==> src/rtl/sram_arbiter.sv <==
// Arbitrates the shared single-port instruction/data SRAM between the fetch and load/store ports.
// Define MEM_ARB_RR_EN for round-robin tie-breaking; otherwise data always beats fetch.
module sram_arbiter #(
  parameter int SRAM_ADDR_WIDTH   = 11,
  parameter int SRAM_READ_LATENCY = 2
) (
  input  logic                       clk,
  input  logic                       n_rst,
  input  logic                       i_req,
  input  logic [31:0]                i_addr,
  output logic [31:0]                i_rdata,
  output logic                       i_done,
  output logic                       i_err,
  input  logic                       d_req,
  input  logic                       d_wen,
  input  logic [2:0]                 d_funct3,
  input  logic [31:0]                d_addr,
  input  logic [31:0]                d_wdata,
  output logic [31:0]                d_rdata,
  output logic                       d_done,
  output logic                       d_err,
  output logic                       sram_en,
  output logic                       sram_we,
  output logic [SRAM_ADDR_WIDTH-1:0] sram_addr,
  output logic [31:0]                sram_wdata,
  input  logic [31:0]                sram_rdata,
  output logic [2:0]                 fsm_state
);
  // Handshake: a port raises req with its inputs stable and holds them until its done pulse;
  // done (with err/rdata) is high for exactly one cycle, and a port is never re-accepted in
  // the cycle its own done is high.
  localparam int BW = SRAM_ADDR_WIDTH + 2;
  localparam int CW = (SRAM_READ_LATENCY > 1) ? $clog2(SRAM_READ_LATENCY) : 1;
  localparam logic [CW-1:0] CNT_LAST = CW'(SRAM_READ_LATENCY - 1);

  typedef enum logic [2:0] {
    IDLE     = 3'd0,
    RD_WAIT  = 3'd1,
    RMW_WAIT = 3'd2,
    RMW_WR   = 3'd3,
    DONE     = 3'd4
  } state_t;

  state_t          state, next_state;
  logic [CW-1:0]   cnt, next_cnt;
  logic            port_d;
  logic [BW-1:0]   a_q;
  logic [2:0]      f3_q;
  logic [15:0]     wdata_q;
  logic [31:0]     old_q;

  logic            i_elig, d_elig, tie_d, sel_d, accept;
  logic [BW-1:0]   a_addr;
  logic [2:0]      a_f3;
  logic            a_wen, misalign, illegal, a_err;
  logic            rd_capture, rmw_capture;
  logic            enter_done, done_d, done_err;
  logic [4:0]      sh_b, sh_h;
  logic [7:0]      byte_v;
  logic [15:0]     half_v;
  logic [31:0]     load_ext, merged;
  logic            unused_addr_hi;

  assign unused_addr_hi = ^{i_addr[31:BW], d_addr[31:BW]};
  assign fsm_state = state;

`ifdef MEM_ARB_RR_EN
  logic rr_last_d;  // 1 when the data port held the most recent grant
  assign tie_d = !rr_last_d;

  always_ff @(posedge clk or negedge n_rst) begin
    if (!n_rst) rr_last_d <= 1'b0;
    else if (accept) rr_last_d <= sel_d;
  end
`else
  assign tie_d = 1'b1;
`endif

  // Lane selection and sign/zero extension of the returned word
  always_comb begin
    sh_b   = {a_q[1:0], 3'b000};
    sh_h   = {a_q[1], 4'b0000};
    byte_v = 8'(sram_rdata >> sh_b);
    half_v = 16'(sram_rdata >> sh_h);
    case (f3_q)
      3'b000:  load_ext = {{24{byte_v[7]}}, byte_v};
      3'b001:  load_ext = {{16{half_v[15]}}, half_v};
      3'b100:  load_ext = {24'h0, byte_v};
      3'b101:  load_ext = {16'h0, half_v};
      default: load_ext = sram_rdata;
    endcase
    if (f3_q[0])
      merged = (sram_rdata & ~(32'h0000_FFFF << sh_h)) | (32'(wdata_q) << sh_h);
    else
      merged = (sram_rdata & ~(32'h0000_00FF << sh_b)) | (32'(wdata_q[7:0]) << sh_b);
  end

  always_comb begin
    next_state  = state;
    next_cnt    = cnt;
    sram_en     = 1'b0;
    sram_we     = 1'b0;
    sram_addr   = '0;
    sram_wdata  = '0;
    rd_capture  = 1'b0;
    rmw_capture = 1'b0;

    i_elig = i_req && !i_done;
    d_elig = d_req && !d_done;
    sel_d  = d_elig && (!i_elig || tie_d);
    a_addr = sel_d ? d_addr[BW-1:0] : i_addr[BW-1:0];
    a_f3   = sel_d ? d_funct3 : 3'b010;
    a_wen  = sel_d && d_wen;

    misalign = ((a_f3[1:0] == 2'b01) && a_addr[0]) ||
               ((a_f3[1:0] == 2'b10) && (a_addr[1:0] != 2'b00));
    illegal  = a_wen ? (a_f3 >= 3'b011)
                     : ((a_f3 == 3'b011) || (a_f3 == 3'b110) || (a_f3 == 3'b111));
    a_err    = misalign || illegal;
    accept   = n_rst && ((state == IDLE) || (state == DONE)) && (i_elig || d_elig);

    case (state)
      IDLE, DONE: begin
        if (state == DONE) next_state = IDLE;
        if (accept) begin
          if (a_err) begin
            next_state = DONE;
          end else if (!a_wen) begin
            sram_en    = 1'b1;
            sram_addr  = a_addr[BW-1:2];
            next_state = RD_WAIT;
          end else if (a_f3 == 3'b010) begin
            sram_en    = 1'b1;
            sram_we    = 1'b1;
            sram_addr  = a_addr[BW-1:2];
            sram_wdata = d_wdata;
            next_state = DONE;
          end else begin
            sram_en    = 1'b1;
            sram_addr  = a_addr[BW-1:2];
            next_state = RMW_WAIT;
          end
        end
      end
      RD_WAIT, RMW_WAIT: begin
        if (cnt == CNT_LAST) begin
          next_cnt    = '0;
          rd_capture  = (state == RD_WAIT);
          rmw_capture = (state == RMW_WAIT);
          next_state  = (state == RD_WAIT) ? DONE : RMW_WR;
        end else begin
          next_cnt = cnt + CW'(1);
        end
      end
      RMW_WR: begin
        sram_en    = 1'b1;
        sram_we    = 1'b1;
        sram_addr  = a_q[BW-1:2];
        sram_wdata = old_q;
        next_state = DONE;
      end
      default: next_state = IDLE;
    endcase

    enter_done = (next_state == DONE);
    done_d     = accept ? sel_d : port_d;
    done_err   = accept && a_err;
  end

  always_ff @(posedge clk or negedge n_rst) begin
    if (!n_rst) begin
      state   <= IDLE;
      cnt     <= '0;
      port_d  <= 1'b0;
      a_q     <= '0;
      f3_q    <= '0;
      wdata_q <= '0;
      old_q   <= '0;
      i_rdata <= '0;
      d_rdata <= '0;
      i_done  <= 1'b0;
      d_done  <= 1'b0;
      i_err   <= 1'b0;
      d_err   <= 1'b0;
    end else begin
      state <= next_state;
      cnt   <= next_cnt;
      if (accept) begin
        port_d  <= sel_d;
        a_q     <= a_addr;
        f3_q    <= a_f3;
        wdata_q <= d_wdata[15:0];
      end
      if (rd_capture) begin
        if (port_d) d_rdata <= load_ext;
        else        i_rdata <= load_ext;
      end
      if (rmw_capture) old_q <= merged;
      // Rejected accesses report a zero result
      if (accept && a_err) begin
        if (sel_d) d_rdata <= '0;
        else       i_rdata <= '0;
      end
      i_done <= enter_done && !done_d;
      d_done <= enter_done && done_d;
      i_err  <= enter_done && !done_d && done_err;
      d_err  <= enter_done && done_d && done_err;
    end
  end

endmodule

==> config.mk <==
export PLATFORM = sky130hd
export DESIGN_NAME = sram_arbiter
export DESIGN_NICKNAME = d
export VERILOG_FILES = /design/src/rtl/sram_arbiter.sv
export SDC_FILE = /design/constraint.sdc
export NUM_CORES = 1
export LEC_CHECK = 0
export CAP_MARGIN = 20
export CORE_MARGIN = 4
export CORE_UTILIZATION = 55
export CTS_CLUSTER_DIAMETER = 30
export DETAILED_ROUTE_END_ITERATION = 10
export DONT_BUFFER_PORTS = 1
export PLACE_DENSITY = 0.7
export SETUP_SLACK_MARGIN = 0.3
export SYNTH_ARGS = -nofsm -noshare
export SYNTH_HDL_FRONTEND = slang
export SYNTH_SLANG_ARGS = --single-unit
==> constraint.sdc <==
create_clock -name clk -period 3.7 [get_ports clk]
set_clock_uncertainty 0.05 [all_clocks]
set_input_delay 0.37 -clock clk [delete_from_list [all_inputs] [get_ports clk]]
set_output_delay 0.37 -clock clk [all_outputs]
set_load 0.005 [all_outputs]
== After elaboration in Yosys (flattened, before gate mapping) ==
Index checks and enable logic that the tools add are counted.
Storage, ports and cells
  input port bits: 136
  logic and storage cells: 110
  output and inout bits: 116
  bits in registers: 137
Operators by class
  shift operators: 6
  magnitude comparators: 1
  mux-type cells: 43
  equal/unequal tests: 14
  bitwise logic cells: 6
  add/sub/neg operators: 1
  reduce and logical (&&, ||, !) cells: 26
Operators by type and width (number)
  32-bit 2-to-1 mux: 13
  32-bit one-hot mux with 4 select lines: 1
  32-bit bitwise AND: 2
  32-bit inverter: 2
  32-bit OR: 2
  32-bit one-hot mux with 2 select lines: 1
  16-bit by 5-bit << shifter with 32-bit output: 1
  16-bit by 5-bit << shifter with 32-bit output, first input constant: 1
  8-bit by 5-bit << shifter with 32-bit output: 1
  8-bit by 5-bit << shifter with 32-bit output, first input constant: 1
  32-bit by 5-bit right shift with 16-bit output: 1
  32-bit by 5-bit right shift with 8-bit output: 1
  3-bit 2-to-1 mux: 8
  11-bit 2-to-1 mux: 2
  11-bit one-hot mux with 2 select lines: 1
  3-bit == test, second input constant: 6
  1-bit 2-to-1 mux: 13
  13-bit 2-to-1 mux: 1
  3-bit by 2-bit == test with 1-bit output, second input constant: 4
  1-bit logical AND: 12
  3-bit one-hot mux with 3 select lines: 1
  3-bit by 1-bit == test with 1-bit output, second input constant: 2
  3-bit logical NOT: 2
  1-bit logical OR: 6
  other kinds (8): 12

== Longest topological paths before layout ==
  depth in word-level cells: 14
  depth in mapped cells: 8

== Worst setup path before layout ==
OpenSTA, ideal clock, no wires.
  path type: register to output
  from: register state[0], in the netlist fsm_state[0]
  to: output sram_addr[0]
  required time: 3.280 ns
  cell stages (with the launch flop): 7
  slack: 1.615 ns
  arrival time: 1.665 ns
  cells stage by stage: dfrtp_1 buf_2 or3b_1 nor2_2 a22oi_1 buf_2 o21ai_1
On the way
  cells in the longest elaborated chain, start to end: 6
RTL lines
  start, declared: line 44  | state_t state, next_state;
  start signal, assigned: line 186  | state <= next_state;
  3-bit == test or 3-bit logical NOT (tied branches): line 120, 122
  1-bit logical OR: line 120  | accept = n_rst && ((state == IDLE) || (state == DONE)) && (i_elig || d_elig);
  1-bit logical AND (2 in series): line 120
  11-bit 2-to-1 mux: line 125  | if (accept) begin
  11-bit one-hot mux with 2 select lines (*): line 122  | case (state)
  end, declared: line 24  | output logic [SRAM_ADDR_WIDTH-1:0] sram_addr,
Mark *: on every way between the ends. The rest lies on a longest branch, timed or not.

== Worst setup path after layout ==
Same ends and word-level chain as after synthesis.

==> metrics.md <==
| Metric | Value |
|---|---|
| Cells after synthesis | `700` |
| Portion of the post-synthesis area used by sequential elements | `47.9%` |
| Final core utilization | `61.2%` |
| Setup crit end kind | `output pin` |
| Standard cell with the maximum stage delay on the critical path | `sky130_fd_sc_hd__a22oi_1` |
| Mapped cell area | `7160 µm²` |
| Ys async rst share | `100%` |
| Proportion of synthesized area in mux cells | `10.8%` |
| Buf+Inv Stages, Crit Path | `0` |
| Violations in the final reports | `negative hold slack` |
| Fraction of the mapped netlist area in compound gates | `21.9%` |
| Overall via count from detail_route | `5782` |
| Clk sinks | `137` |
| Worst R2R Start | `fsm_state[0]$_DFF_PN0_` |
| Number of nets in the layout | `805` |
| Final cycle utilization of the critical path | `77.7%` |
| Final Hold Viols | `137` |
| Worst slew margin relative to its limit | `27.0%` |
| Per-instance average area after synthesis | `10.2 µm²` |
| YS warnings | `0` |
| Max Transition Viols Final | `0` |
| Main combinational cell family by area after synthesis | `compound AO/OA/AOI/OAI gates` |
| Area growth from synthesis to final layout | `8.26%` |
| Worst path cell trace | `or3b_1 -> nor2_2 -> a22oi_1 -> o21ai_1` |
| Synthesized Nets | `836` |
| Post-synth EDFFs | `0` |
| Number of placed I/O pins | `252` |
| Global-route wire length before repair | `32300 µm` |
| Fraction of synthesized cell area in xor and xnor cells | `0.244%` |
| Launching element type of the critical path | `flip-flop` |
| Unrepaired setup endpoints after global routing | `no` |
| Gp weighted congestion | `0.947` |
| WL final | `21200 µm` |
| Global Route Usage Sum | `28.5%` |
| Clock tree from TritonCTS | `built` |
| Total die area | `14900 µm²` |
| Postcts setup bufs | `0` |
| Horizontal extent of the die | `122 µm` |
| Largest incremental delay on the critical path | `870 ps` |
| Result of the run | `finished, violations left` |
| Synth Area in Simple Gates | `14.8%` |
| Final-layout setup total negative slack | `0 ps` |
| Std-Cell Core Area | `12700 µm²` |
| Number of placement rows | `41` |
| Average routed wire per standard cell | `24.8 µm` |
| Number of buffers inserted during clock tree synthesis | `17` |
| Static Leak | `0.00337 µW` |
| Number of buffers on the longest clock path | `2` |
| Clock Pin Slew Worst Setup and Hold Paths | `50 ps` |
| Initial cell density of the core | `56.5%` |
| Setup CP Type | `flip-flop to output pin` |
| Power per cell area | `845 nW/µm²` |
| Final critical-path required period | `2880 ps` |
| Depth of the worst register-to-register path | `5` |
| I/O Buffers | `0` |
| Capturing point of the worst reg2reg path | `d_rdata[7]$_DFF_PN0_` |
| CTS HTree Levels | `4` |
| Critical path arrival | `2460 ps` |
| Hold/Removal Path Class | `input pin to asynchronous set/reset pin` |
| Post-CTS resize count | `0` |
| Flip-flop cell with the highest count after synthesis | `sky130_fd_sc_hd__dfrtp_1` |
| 1st-iter DRT viols | `569` |
| Initial antenna violation count | `0` |
| Area share of fa/ha/maj cells after synthesis | `0%` |
| Synthesis-stage register bit count | `137` |
| Setup violations, final | `0` |
| Die H | `122 µm` |
| Distinct cell type count after synthesis | `56` |
| Pin count of the biggest net entering global routing | `140` |
| Number of maximum-capacitance violations | `0` |
| Final-layout worst hold slack | `-399 ps` |
| Overflow after GRT | `0` |
| Detailed placer's ending HPWL | `14800 µm` |
| Post-route insts no fill | `853` |
| Post-placement cell count | `821` |
| Critical path's top delay family | `compound AO/OA/AOI/OAI gates` |
| Remaining design rule violation count | `0` |
| Maximum frequency from static timing analysis | `348 MHz` |
| Root buffer cell | `sky130_fd_sc_hd__clkbuf_16` |
| Number of search-and-repair iterations in the first detailed-routing pass | `5` |
| ANT cells | `0` |
| Detail-routed via count per cell | `6.78` |
| CP required | `3280 ps` |
| Least-Margin Pin Slew | `1100 ps` |
| Max Fanout on Critical Path | `13` |
| Worst voltage drop across the vdd grid | `0.492 mV` |
| Clock latency on the worst-skew pair | `410 ps` |
| Remaining antenna violation count | `0` |
| Fraction of layout instances using a drive strength above 1 | `9.54%` |
| Setup slack, reg-to-reg | `1170 ps` |
| Via count of the first global-routing pass | `5722` |
[flip-flops by register name, indices dropped and copies added (netlist names), 3 cells and up]
name,cells
a_q,13
d_rdata,32
f3_q,3
fsm_state,3
i_rdata,32
old_q,32
wdata_q,16
[worst reg2reg max path, stage by stage, from the launching register on]
cell and delay, ps:
sky130_fd_sc_hd__dfrtp_1 540, sky130_fd_sc_hd__or3b_1 470, sky130_fd_sc_hd__nor2_2 230, sky130_fd_sc_hd__nand2b_1 500, sky130_fd_sc_hd__clkinv_2 440, sky130_fd_sc_hd__o32ai_1 150
[placed cells by master (no fill, tap or decap), drive strengths merged, types with 8 or more instances in the layout]
cell	instances
a21oi	10
a22o	33
a22oi	10
a31oi	14
and2	18
buf	13
clkbuf	21
clkinv	8
dfrtp	137
mux2	25
mux2i	46
nand2	96
nand3	31
nor2	20
nor2b	23
o21ai	52
o221a	32
o22ai	31
o31ai	10
[stage by stage]
| stage | power [µW] | hold slack [ps] | cell area (µm²) | setup slack (ps) |
|---|---|---|---|---|
| 2_1_floorplan | 4350 | 24.4 | 7160 | 1610 |
| 3_3_place_gp | 4820 | 30.2 | 7200 | 1090 |
| 3_5_place_dp | 4930 | 30.6 | 7200 | 996 |
| 4_1_cts | 6550 | -412 | 7750 | 798 |
| 5_1_grt | 6940 | -423 | 7760 | 593 |
| 6_report | 6550 | -399 | 7760 | 825 |
[kinds of logic after synthesis]
logic type,Yosys count
AND/OR/NAND/NOR,212
flip-flops,137
multiplexers,72
XOR/XNOR,2
AO/OA/AOI/OAI,209
buffers and inverters,68
[cells in the mapped netlist, types with 3 or more instances]
cell type | count | area [µm²]
sky130_fd_sc_hd__dfrtp_1 | 137 | 3430
sky130_fd_sc_hd__nand2_1 | 96 | 360
sky130_fd_sc_hd__o21ai_1 | 49 | 245
sky130_fd_sc_hd__mux2i_1 | 45 | 450
sky130_fd_sc_hd__a22o_1 | 33 | 289
sky130_fd_sc_hd__clkbuf_1 | 32 | 120
sky130_fd_sc_hd__o221a_1 | 32 | 360
sky130_fd_sc_hd__nand3_1 | 31 | 155
sky130_fd_sc_hd__o22ai_1 | 31 | 194
sky130_fd_sc_hd__nor2b_1 | 23 | 144
sky130_fd_sc_hd__and2_1 | 18 | 113
sky130_fd_sc_hd__buf_2 | 18 | 90.1
sky130_fd_sc_hd__mux2_1 | 17 | 191
sky130_fd_sc_hd__nor2_1 | 16 | 60.1
sky130_fd_sc_hd__a31oi_1 | 14 | 87.6
sky130_fd_sc_hd__a21oi_1 | 10 | 50.1
sky130_fd_sc_hd__a22oi_1 | 10 | 75.1
sky130_fd_sc_hd__buf_1 | 8 | 30.0
sky130_fd_sc_hd__mux2_2 | 8 | 90.1
sky130_fd_sc_hd__o31ai_1 | 8 | 60.1
sky130_fd_sc_hd__nand2b_1 | 7 | 43.8
sky130_fd_sc_hd__o22a_1 | 7 | 61.3
sky130_fd_sc_hd__buf_6 | 3 | 33.8
sky130_fd_sc_hd__inv_1 | 3 | 11.3
[worst max path at each step]
stage	slack, ps	cells after the start	from	endpoint
4_1_cts	800	4	fsm_state[0]$_DFF_PN0_	sram_addr[8]
5_1_grt	590	4	fsm_state[0]$_DFF_PN0_	sram_addr[9]
6_report	820	4	fsm_state[0]$_DFF_PN0_	sram_addr[0]
2_1_floorplan	1610	6	fsm_state[0]$_DFF_PN0_	sram_addr[0]
3_3_place_gp	1090	4	d_funct3[0]	d_rdata[13]$_DFF_PN0_
3_5_place_dp	1000	4	d_funct3[0]	d_rdata[7]$_DFF_PN0_
[final cells by class]
class                      instances  area (µm²)
timing repair buffer              13        97.6
clock inverter                    10         103
clock buffer                      21         450
fill                            1107        4910
multi-input combinational        495        3440
inverter                           5        20.0
sequential                       137        3430
tap                              172         215
[routing by layer]
layer	wire (µm)	vias to the layer above	track usage, %
met5	0	-	0
met4	639	0	9.87
met3	2380	49	10.1
met2	9840	348	43.9
met1	8300	2853	37.5
li1	-	2532	-
[power by group]
part / switching, µW / internal [µW] / total, µW
clock network: 616 / 996 / 1610
logic: 1160 / 970 / 2130
registers: 667 / 2140 / 2810
Note: power is estimated with default switching activity, not from simulation.
